<file path="config.mk">
export PLATFORM = sky130hd
export DESIGN_NAME = replacement_engine
export DESIGN_NICKNAME = d
export VERILOG_FILES = /design/src/rtl/replacement_pkg.sv /design/src/rtl/replacement_engine_plru_tree.sv /design/src/rtl/replacement_engine.sv
export SDC_FILE = /design/constraint.sdc
export NUM_CORES = 1
export LEC_CHECK = 0
export BUFFER_PORTS_ARGS = -buffer_cell sky130_fd_sc_hd__buf_2
export CAP_MARGIN = 10
export CORE_MARGIN = 8
export CORE_UTILIZATION = 50
export DETAILED_ROUTE_END_ITERATION = 10
export PLACE_DENSITY = 0.66
export SLEW_MARGIN = 20
export SYNTH_ARGS = -nofsm -noshare
export SYNTH_HDL_FRONTEND = slang
export SYNTH_HIERARCHICAL = 1
export SYNTH_SLANG_ARGS = --single-unit
</file>
<file path="constraint.sdc">
create_clock -name clk -period 10.2 [get_ports clk]
set_input_delay 2.04 -clock clk [delete_from_list [all_inputs] [get_ports clk]]
set_output_delay 2.04 -clock clk [all_outputs]
set_load 0.01 [all_outputs]
</file>
<file path="src/rtl/replacement_pkg.sv">
// Shared types and constants for the cache replacement engine.
package replacement_pkg;

  typedef enum logic [1:0] {
    POL_FIFO   = 2'd0,
    POL_PLRU   = 2'd1,
    POL_RANDOM = 2'd2
  } policy_e;

  typedef enum logic {
    ST_INIT = 1'b0,
    ST_RUN  = 1'b1
  } fsm_state_e;

  localparam int LFSR_W = 16;
  // Taps x^16 + x^14 + x^13 + x^11 + 1 -> register bits 15, 13, 12, 10.
  localparam logic [LFSR_W-1:0] LFSR_TAPS = 16'hB400;

  // Fibonacci step: shift left, XOR of tapped bits enters at bit 0.
  function automatic logic [LFSR_W-1:0] lfsr_next(input logic [LFSR_W-1:0] cur);
    return {cur[LFSR_W-2:0], ^(cur & LFSR_TAPS)};
  endfunction

endpackage

</file>
<file path="src/rtl/replacement_engine_plru_tree.sv">
// Combinational tree-PLRU helper: victim walk and touch update for one set.
// Tree bits are in heap order (node 0 = root, children 2i+1 / 2i+2);
// a 0 bit points the victim into the lower half below that node.
module plru_tree #(
  parameter int WAY_COUNT = 4
) (
  input  logic [WAY_COUNT-2:0]         tree,
  input  logic [$clog2(WAY_COUNT)-1:0] touch_way,
  output logic [$clog2(WAY_COUNT)-1:0] victim,
  output logic [WAY_COUNT-2:0]         tree_next
);

  localparam int WAY_W = $clog2(WAY_COUNT);

  logic [WAY_W-1:0] walk_node;
  logic [WAY_W-1:0] touch_node;

  // Follow the tree bits from root to leaf; each bit visited is one victim bit, MSB first.
  always_comb begin
    victim    = '0;
    walk_node = '0;
    for (int lvl = 0; lvl < WAY_W; lvl++) begin
      victim[WAY_W-1-lvl] = tree[walk_node];
      walk_node           = WAY_W'(2 * walk_node + 1 + tree[walk_node]);
    end
  end

  // Walk the touched way's path and make every node on it point away from that way.
  always_comb begin
    tree_next  = tree;
    touch_node = '0;
    for (int lvl = 0; lvl < WAY_W; lvl++) begin
      tree_next[touch_node] = ~touch_way[WAY_W-1-lvl];
      touch_node            = WAY_W'(2 * touch_node + 1 + touch_way[WAY_W-1-lvl]);
    end
  end

endmodule

</file>
<file path="src/rtl/replacement_engine.sv">
// Per-set victim selector for set-associative caches. The policy is fixed at
// elaboration; an invalid way in the addressed set always wins over it.
// Per-set state lives in a RAM-style array cleared by a one-set-per-cycle sweep.
module replacement_engine
  import replacement_pkg::*;
#(
  parameter int          WAY_COUNT = 4,
  parameter int          SET_COUNT = 64,
  parameter policy_e     POLICY    = POL_PLRU,
  parameter logic [15:0] LFSR_SEED = 16'hACE1
) (
  input  logic                         clk,
  input  logic                         reset,
  input  logic [$clog2(SET_COUNT)-1:0] set,
  input  logic [$clog2(WAY_COUNT)-1:0] way,
  input  logic [WAY_COUNT-1:0]         valid_mask,
  input  logic                         read,
  input  logic                         written,
  input  logic                         taken,
  input  logic                         flush,
  output logic [$clog2(WAY_COUNT)-1:0] replacement_way,
  output logic                         ready
);

  localparam int WAY_W = $clog2(WAY_COUNT);
  localparam int SET_W = $clog2(SET_COUNT);

  fsm_state_e       fsm_state;
  logic [SET_W-1:0] sweep_ctr;
  logic             sweeping;
  logic             accept;
  logic             all_valid;
  logic [WAY_W-1:0] inv_way;
  logic [WAY_W-1:0] policy_way;

  assign sweeping  = (fsm_state == ST_INIT);
  // A flush in the same cycle as an event discards the event; the sweep restarts anyway.
  assign accept    = ready && !flush;
  assign all_valid = &valid_mask;

  // Sweep FSM: walk every set once after reset or flush, then accept events.
  always_ff @(posedge clk or posedge reset) begin
    if (reset) begin
      fsm_state <= ST_INIT;
      sweep_ctr <= '0;
      ready     <= 1'b0;
    end else if (flush) begin
      fsm_state <= ST_INIT;
      sweep_ctr <= '0;
      ready     <= 1'b0;
    end else if (fsm_state == ST_INIT) begin
      sweep_ctr <= sweep_ctr + 1'b1;
      if (sweep_ctr == SET_W'(SET_COUNT - 1)) begin
        fsm_state <= ST_RUN;
        ready     <= 1'b1;
      end
    end
  end

  // Lowest-index invalid way; only consulted when some way is invalid.
  always_comb begin
    inv_way = '0;
    for (int i = WAY_COUNT - 1; i >= 0; i--) begin
      if (!valid_mask[i]) inv_way = WAY_W'(i);
    end
  end

  assign replacement_way = !ready    ? '0         :
                           all_valid ? policy_way : inv_way;

  if (POLICY == POL_FIFO) begin : g_fifo
    logic [WAY_W-1:0] fifo_mem [SET_COUNT];
    logic             fifo_adv;

    // Only a fill that evicted a valid line moves the round-robin pointer.
    assign fifo_adv = accept && taken && all_valid;

    // Per-set round-robin pointer; cleared by the sweep, bumped on a policy-chosen fill.
    always_ff @(posedge clk) begin
      if (sweeping) begin
        fifo_mem[sweep_ctr] <= '0;
      end else if (fifo_adv) begin
        fifo_mem[set] <= fifo_mem[set] + 1'b1;
      end
    end

    assign policy_way = fifo_mem[set];

  end else if (POLICY == POL_PLRU) begin : g_plru
    logic [WAY_COUNT-2:0] plru_mem [SET_COUNT];
    logic [WAY_COUNT-2:0] tree_cur;
    logic [WAY_COUNT-2:0] tree_next;
    logic [WAY_W-1:0]     touch_way;
    logic                 plru_upd;

    assign tree_cur  = plru_mem[set];
    // A fill outranks a simultaneous hit: only the filled way is touched.
    assign touch_way = taken ? replacement_way : way;
    assign plru_upd  = accept && (read || written || taken);

    plru_tree #(
      .WAY_COUNT (WAY_COUNT)
    ) u_plru_tree (
      .tree      (tree_cur),
      .touch_way (touch_way),
      .victim    (policy_way),
      .tree_next (tree_next)
    );

    // Per-set PLRU tree; cleared by the sweep, updated by one touch per accepted event.
    always_ff @(posedge clk) begin
      if (sweeping) begin
        plru_mem[sweep_ctr] <= '0;
      end else if (plru_upd) begin
        plru_mem[set] <= tree_next;
      end
    end

  end else begin : g_random
    logic [LFSR_W-1:0] lfsr;

    // Single shared LFSR; restarts only on reset, steps on every accepted fill.
    always_ff @(posedge clk or posedge reset) begin
      if (reset) begin
        lfsr <= LFSR_SEED;
      end else if (accept && taken) begin
        lfsr <= lfsr_next(lfsr);
      end
    end

    assign policy_way = lfsr[WAY_W-1:0];
  end

endmodule
</file>
==> tab_implementation.tex <==
\begin{tabular}{lr}
\hline
Metric & Value \\
\hline
\multicolumn{2}{l}{\textbf{Routing}} \\
\quad Routed Wire Length & 17,200 um \\
\quad Detailed router's first-iteration violation count & roughly 440 \\
\quad Vias after detailed routing & around 4,500 \\
\quad Vias per std cell & 5.99 \\
\quad Met1 Wirelength & between 7000 and 8000 um \\
\quad Routed met2 length & slightly above 8000 um \\
\quad Post-route DRC violation count & 0 \\
\quad Final ANT Viol Nets & 0 \\
\quad Number of detailed-routing iterations run before antenna repair & 5 \\
\quad DR WL met3 & about 1200 um \\
\quad Wire per inst & around 23 um \\
\quad Uppermost signal routing layer after detailed routing & met4 \\
\multicolumn{2}{l}{\textbf{Synthesis}} \\
\quad Number of warnings issued by yosys & 6 \\
\quad Top FF cell, synth & edfxtp\_1 \\
\quad Fraction of synthesized cell area taken by the top area cell type & 67.3\% \\
\quad Sequential-to-total area share from yosys stat & between 60 and 70\% \\
\quad Simple logic cell fraction of the synthesized area & between 7 and 8\% \\
\quad Top post-synthesis cells by area & edfxtp\_1, mux4\_2, nor2\_1, mux2i\_1, dfrtp\_1 \\
\quad Share of synthesized area spent on multiplexers & about 17\% \\
\quad Count of mapped cells out of synthesis & a little over 500 \\
\quad Number of synthesized register bits & 200 \\
\quad Cell accounting for the most synthesized area & edfxtp\_1 \\
\quad Compound-cell area share of the yosys netlist & around 3.0\% \\
\quad Post-synthesis xor/xnor area fraction & less than 1\% \\
\quad Post-Syn Area per Cell & $\sim$17 sq um \\
\quad Synthesized net count & about 520 \\
\quad Main combinational cell family by area after synthesis & multiplexers \\
\quad Number of enable-type register cells in the synthesized netlist & 192 \\
\quad Cell variety after synth & 51 \\
\quad Adder-cell share of the synthesized area & 0.146\% \\
\quad Share of synthesized flip-flops with an asynchronous set or reset & $\sim$4.0\% \\
\quad Summed instance area of the synthesized netlist & approximately 8600 sq um \\
\multicolumn{2}{l}{\textbf{Cells and area}} \\
\quad Layout filler cell count & 1,316 \\
\quad Final design area excluding fillers & between 9000 and 10,000 sq um \\
\quad Count of antenna diodes in the layout & 0 \\
\quad Proportion of layout cells with a drive suffix above 1 & between 20\% and 30\% \\
\quad Final net count & 529 \\
\quad Area added between synthesis and finish & 10.0\% \\
\quad Core occupancy in the finished layout & a little under three fifths \\
\multicolumn{2}{l}{\textbf{Setup path}} \\
\quad Required time worst endpoint & between 8 and 9 ns \\
\quad Crit end category & output port \\
\quad Kind of launch point of the worst setup path & input pin \\
\quad Maximum fanout along the worst path & 34 \\
\quad Worst Setup Path Type & in2out \\
\quad Critical path, cell by cell & buf\_2 -> inv\_2 -> mux2i\_1 -> mux2i\_1 -> a21oi\_1 -> o31ai\_1 -> mux2\_4 -> o21ai\_0 -> a21oi\_1 -> buf\_2 \\
\quad Arrival time of the worst setup path & roughly 5 ns \\
\quad Maximum cell stage delay along the critical path & between 0.7 and 0.8 ns \\
\quad Cell with the largest stage delay on the worst path & buf\_2 \\
\multicolumn{2}{l}{\textbf{Clocking}} \\
\quad Clock root buffer & clkbuf\_16 \\
\quad Number of clock sinks seen by CTS & 200 \\
\quad Postcts setup bufs & 0 \\
\quad Clock latency reported for the late side of the worst-skew pair & between 0.4 and 0.5 ns \\
\quad Clock tree from TritonCTS & yes \\
\quad Longest Clk Path Bufs & 2 \\
\quad Cts hold-fix bufs & 0 \\
\quad Post-CTS clock slew at the launch and capture registers of the worst setup and hold paths & 0.07 ns \\
\quad H-Tree Depth & 4 \\
\quad TritonCTS buffer count & 17 \\
\quad Post\_cts resized & 0 \\
\multicolumn{2}{l}{\textbf{Timing}} \\
\quad Largest clock skew in the final design & between 0.009 and 0.01 ns \\
\quad Max-slew violation count & 0 \\
\quad Total of endpoints with negative setup slack in the final report & 0 \\
\quad Share of the clock period used by the worst path & between 60\% and 70\% \\
\quad Number of hold violations in the final report & 0 \\
\quad Final-layout setup total negative slack & 0 ns \\
\quad Max-slew headroom & about a third \\
\quad Setup repair after global routing missed its margin & no \\
\quad Worst-Margin Slew & $\sim$1.0 ns \\
\quad Highest Clock Rate & between 100 and 150 MHz \\
\quad Minimum period implied by the final worst setup slack & about 7 ns \\
\multicolumn{2}{l}{\textbf{Global routing}} \\
\quad Antenna violations before repair & 0 \\
\quad Aggregate global routing overflow & 0 \\
\quad Total track usage & 16.6\% \\
\quad Global-route wire length before repair & about 27,000 um \\
\quad Via count of the first global-routing pass & 4,498 \\
\quad Largest net degree at the start of global routing & 65 \\
\multicolumn{2}{l}{\textbf{Power}} \\
\quad PwrDens & between 150 and 200 nW/um\^{}2 \\
\quad Maximum VDD drop & 104 uV \\
\quad Leakage power & roughly 3 nW \\
\multicolumn{2}{l}{\textbf{Outcome}} \\
\quad Outcome & finished, final reports clean \\
\multicolumn{2}{l}{\textbf{Job}} \\
\quad Max-cap viol count & 0 \\
\multicolumn{2}{l}{\textbf{Floorplan}} \\
\quad Placement Rows & 48 \\
\quad Die Footprint & 21,600 sq um \\
\quad Die outline height & 147 um \\
\quad Initial standard-cell utilization of the core & 50.4\% \\
\quad Core area & 17,000 sq um \\
\quad IO Pins & 21 \\
\quad Overall die width & around 150 um \\
\multicolumn{2}{l}{\textbf{Placement}} \\
\quad Placer's final routability congestion estimate & between 0.7 and 0.8 \\
\quad DP HPWL & a little over 10,000 um \\
\quad Count of buffers from port buffering & 20 \\
\quad Placement-stage cell area & slightly below 9000 sq um \\
\multicolumn{2}{l}{\textbf{Min path}} \\
\quad HP Class & reg2reg \\
\hline
\end{tabular}
-- critical path: cells and delay by family --
family / cells / cell delay (ns)
muxes: 3 / 0.79
buffers and inverters: 3 / 1.28
AOI/OAI and AO/OA: 4 / 0.82
-- final cells by class --
class	count	area (sq um)	share of cell area (%)
Clock inverter	15	191	2.03
Tap cell	225	282	2.99
Inverter	9	33.8	0.359
Multi-Input combinational cell	261	2390	25.4
Sequential cell	200	5970	63.4
Timing Repair Buffer	21	130	1.38
Clock buffer	17	425	4.52
-- final timing paths --
path	start	to	slack [ns]	depth (start not counted)
min in group asynchronous	reset	fsm_state$_DFF_PP0_	1.54	2
worst min-delay path	ready$_DFFE_PP0P_	ready$_DFFE_PP0P_	0.61	2
max in group asynchronous	reset	sweep_ctr[0]$_DFFE_PP0P_	8.43	2
worst min register to register	ready$_DFFE_PP0P_	ready$_DFFE_PP0P_	0.61	2
worst max-delay path	set[1]	replacement_way[0]	3.23	10
worst max register to register	g_plru.plru_mem[58][0]$_DFFE_PP_	g_plru.plru_mem[56][2]$_DFFE_PP_	6.72	11
-- metrics by stage --
step           total power (W)  setup slack, ns  cells  hold WS [ns]
6_report               0.00166             3.23    748         0.612
5_1_grt                0.00171             3.09    748         0.689
4_1_cts                0.00167             3.23    747         0.616
3_5_place_dp          0.000987             3.25    715         0.596
3_3_place_gp          0.000986             3.27    715         0.568
2_1_floorplan         0.000969             4.06    504         0.572
-- logic make-up after synthesis --
family          count (synthesis)
fa+ha+maj                       1
buf+inv                        43
xor+xnor                        4
flops                         200
simple gates                  139
compound gates                 38
mux                            79
-- power breakdown --
part / switching (W) / leakage (nW) / internal, W
clock network: 0.000302 / 0.297 / 0.000392
logic: 0.0000464 / 0.877 / 0.0000301
registers: 0.00000319 / 1.86 / 0.000891
total: 0.000352 / 3.04 / 0.00131
-- metal layers --
metal | vias to the layer above | track usage (%)
met5 | - | 0
met4 | 0 | 7.68
met3 | 34 | 3.63
met2 | 159 | 24.7
met1 | 2307 | 23.0
li1 | 1984 | -
-- cells in the final DEF (no fill, tap or decap), types with 4 or more instances in the layout --
master / instances
inv_1: 8
clkbuf_16: 17
or3_1: 5
a31oi_1: 5
mux4_2: 48
a21oi_1: 10
dfrtp_1: 8
buf_2: 19
nor2_1: 70
or3b_1: 5
clkinv_4: 4
mux2i_1: 25
nor3_1: 5
nand3_1: 9
mux2_2: 4
edfxtp_1: 192
inv_6: 4
nor2_2: 8
nor2b_1: 6
nand2_1: 14
-- state kept, by name, summed over array words and instances (netlist names) --
register / flops
g_plru.plru_mem: 192
sweep_ctr: 6
fsm_state: 1
ready: 1
-- Yosys cell counts (4+ instances only) --
library cell / number
edfxtp_1: 192
or3b_1: 5
buf_6: 5
clkbuf_1: 17
dfrtp_1: 8
a21oi_1: 10
nor3_1: 5
inv_1: 8
mux2i_1: 25
buf_2: 9
nor2b_1: 6
mux2_2: 4
nand3_1: 9
nor2_2: 8
nor2_1: 70
mux4_2: 48
a31oi_1: 5
or3_1: 5
nand2_1: 14
No activity file was read; power rests on OpenSTA's default activity.
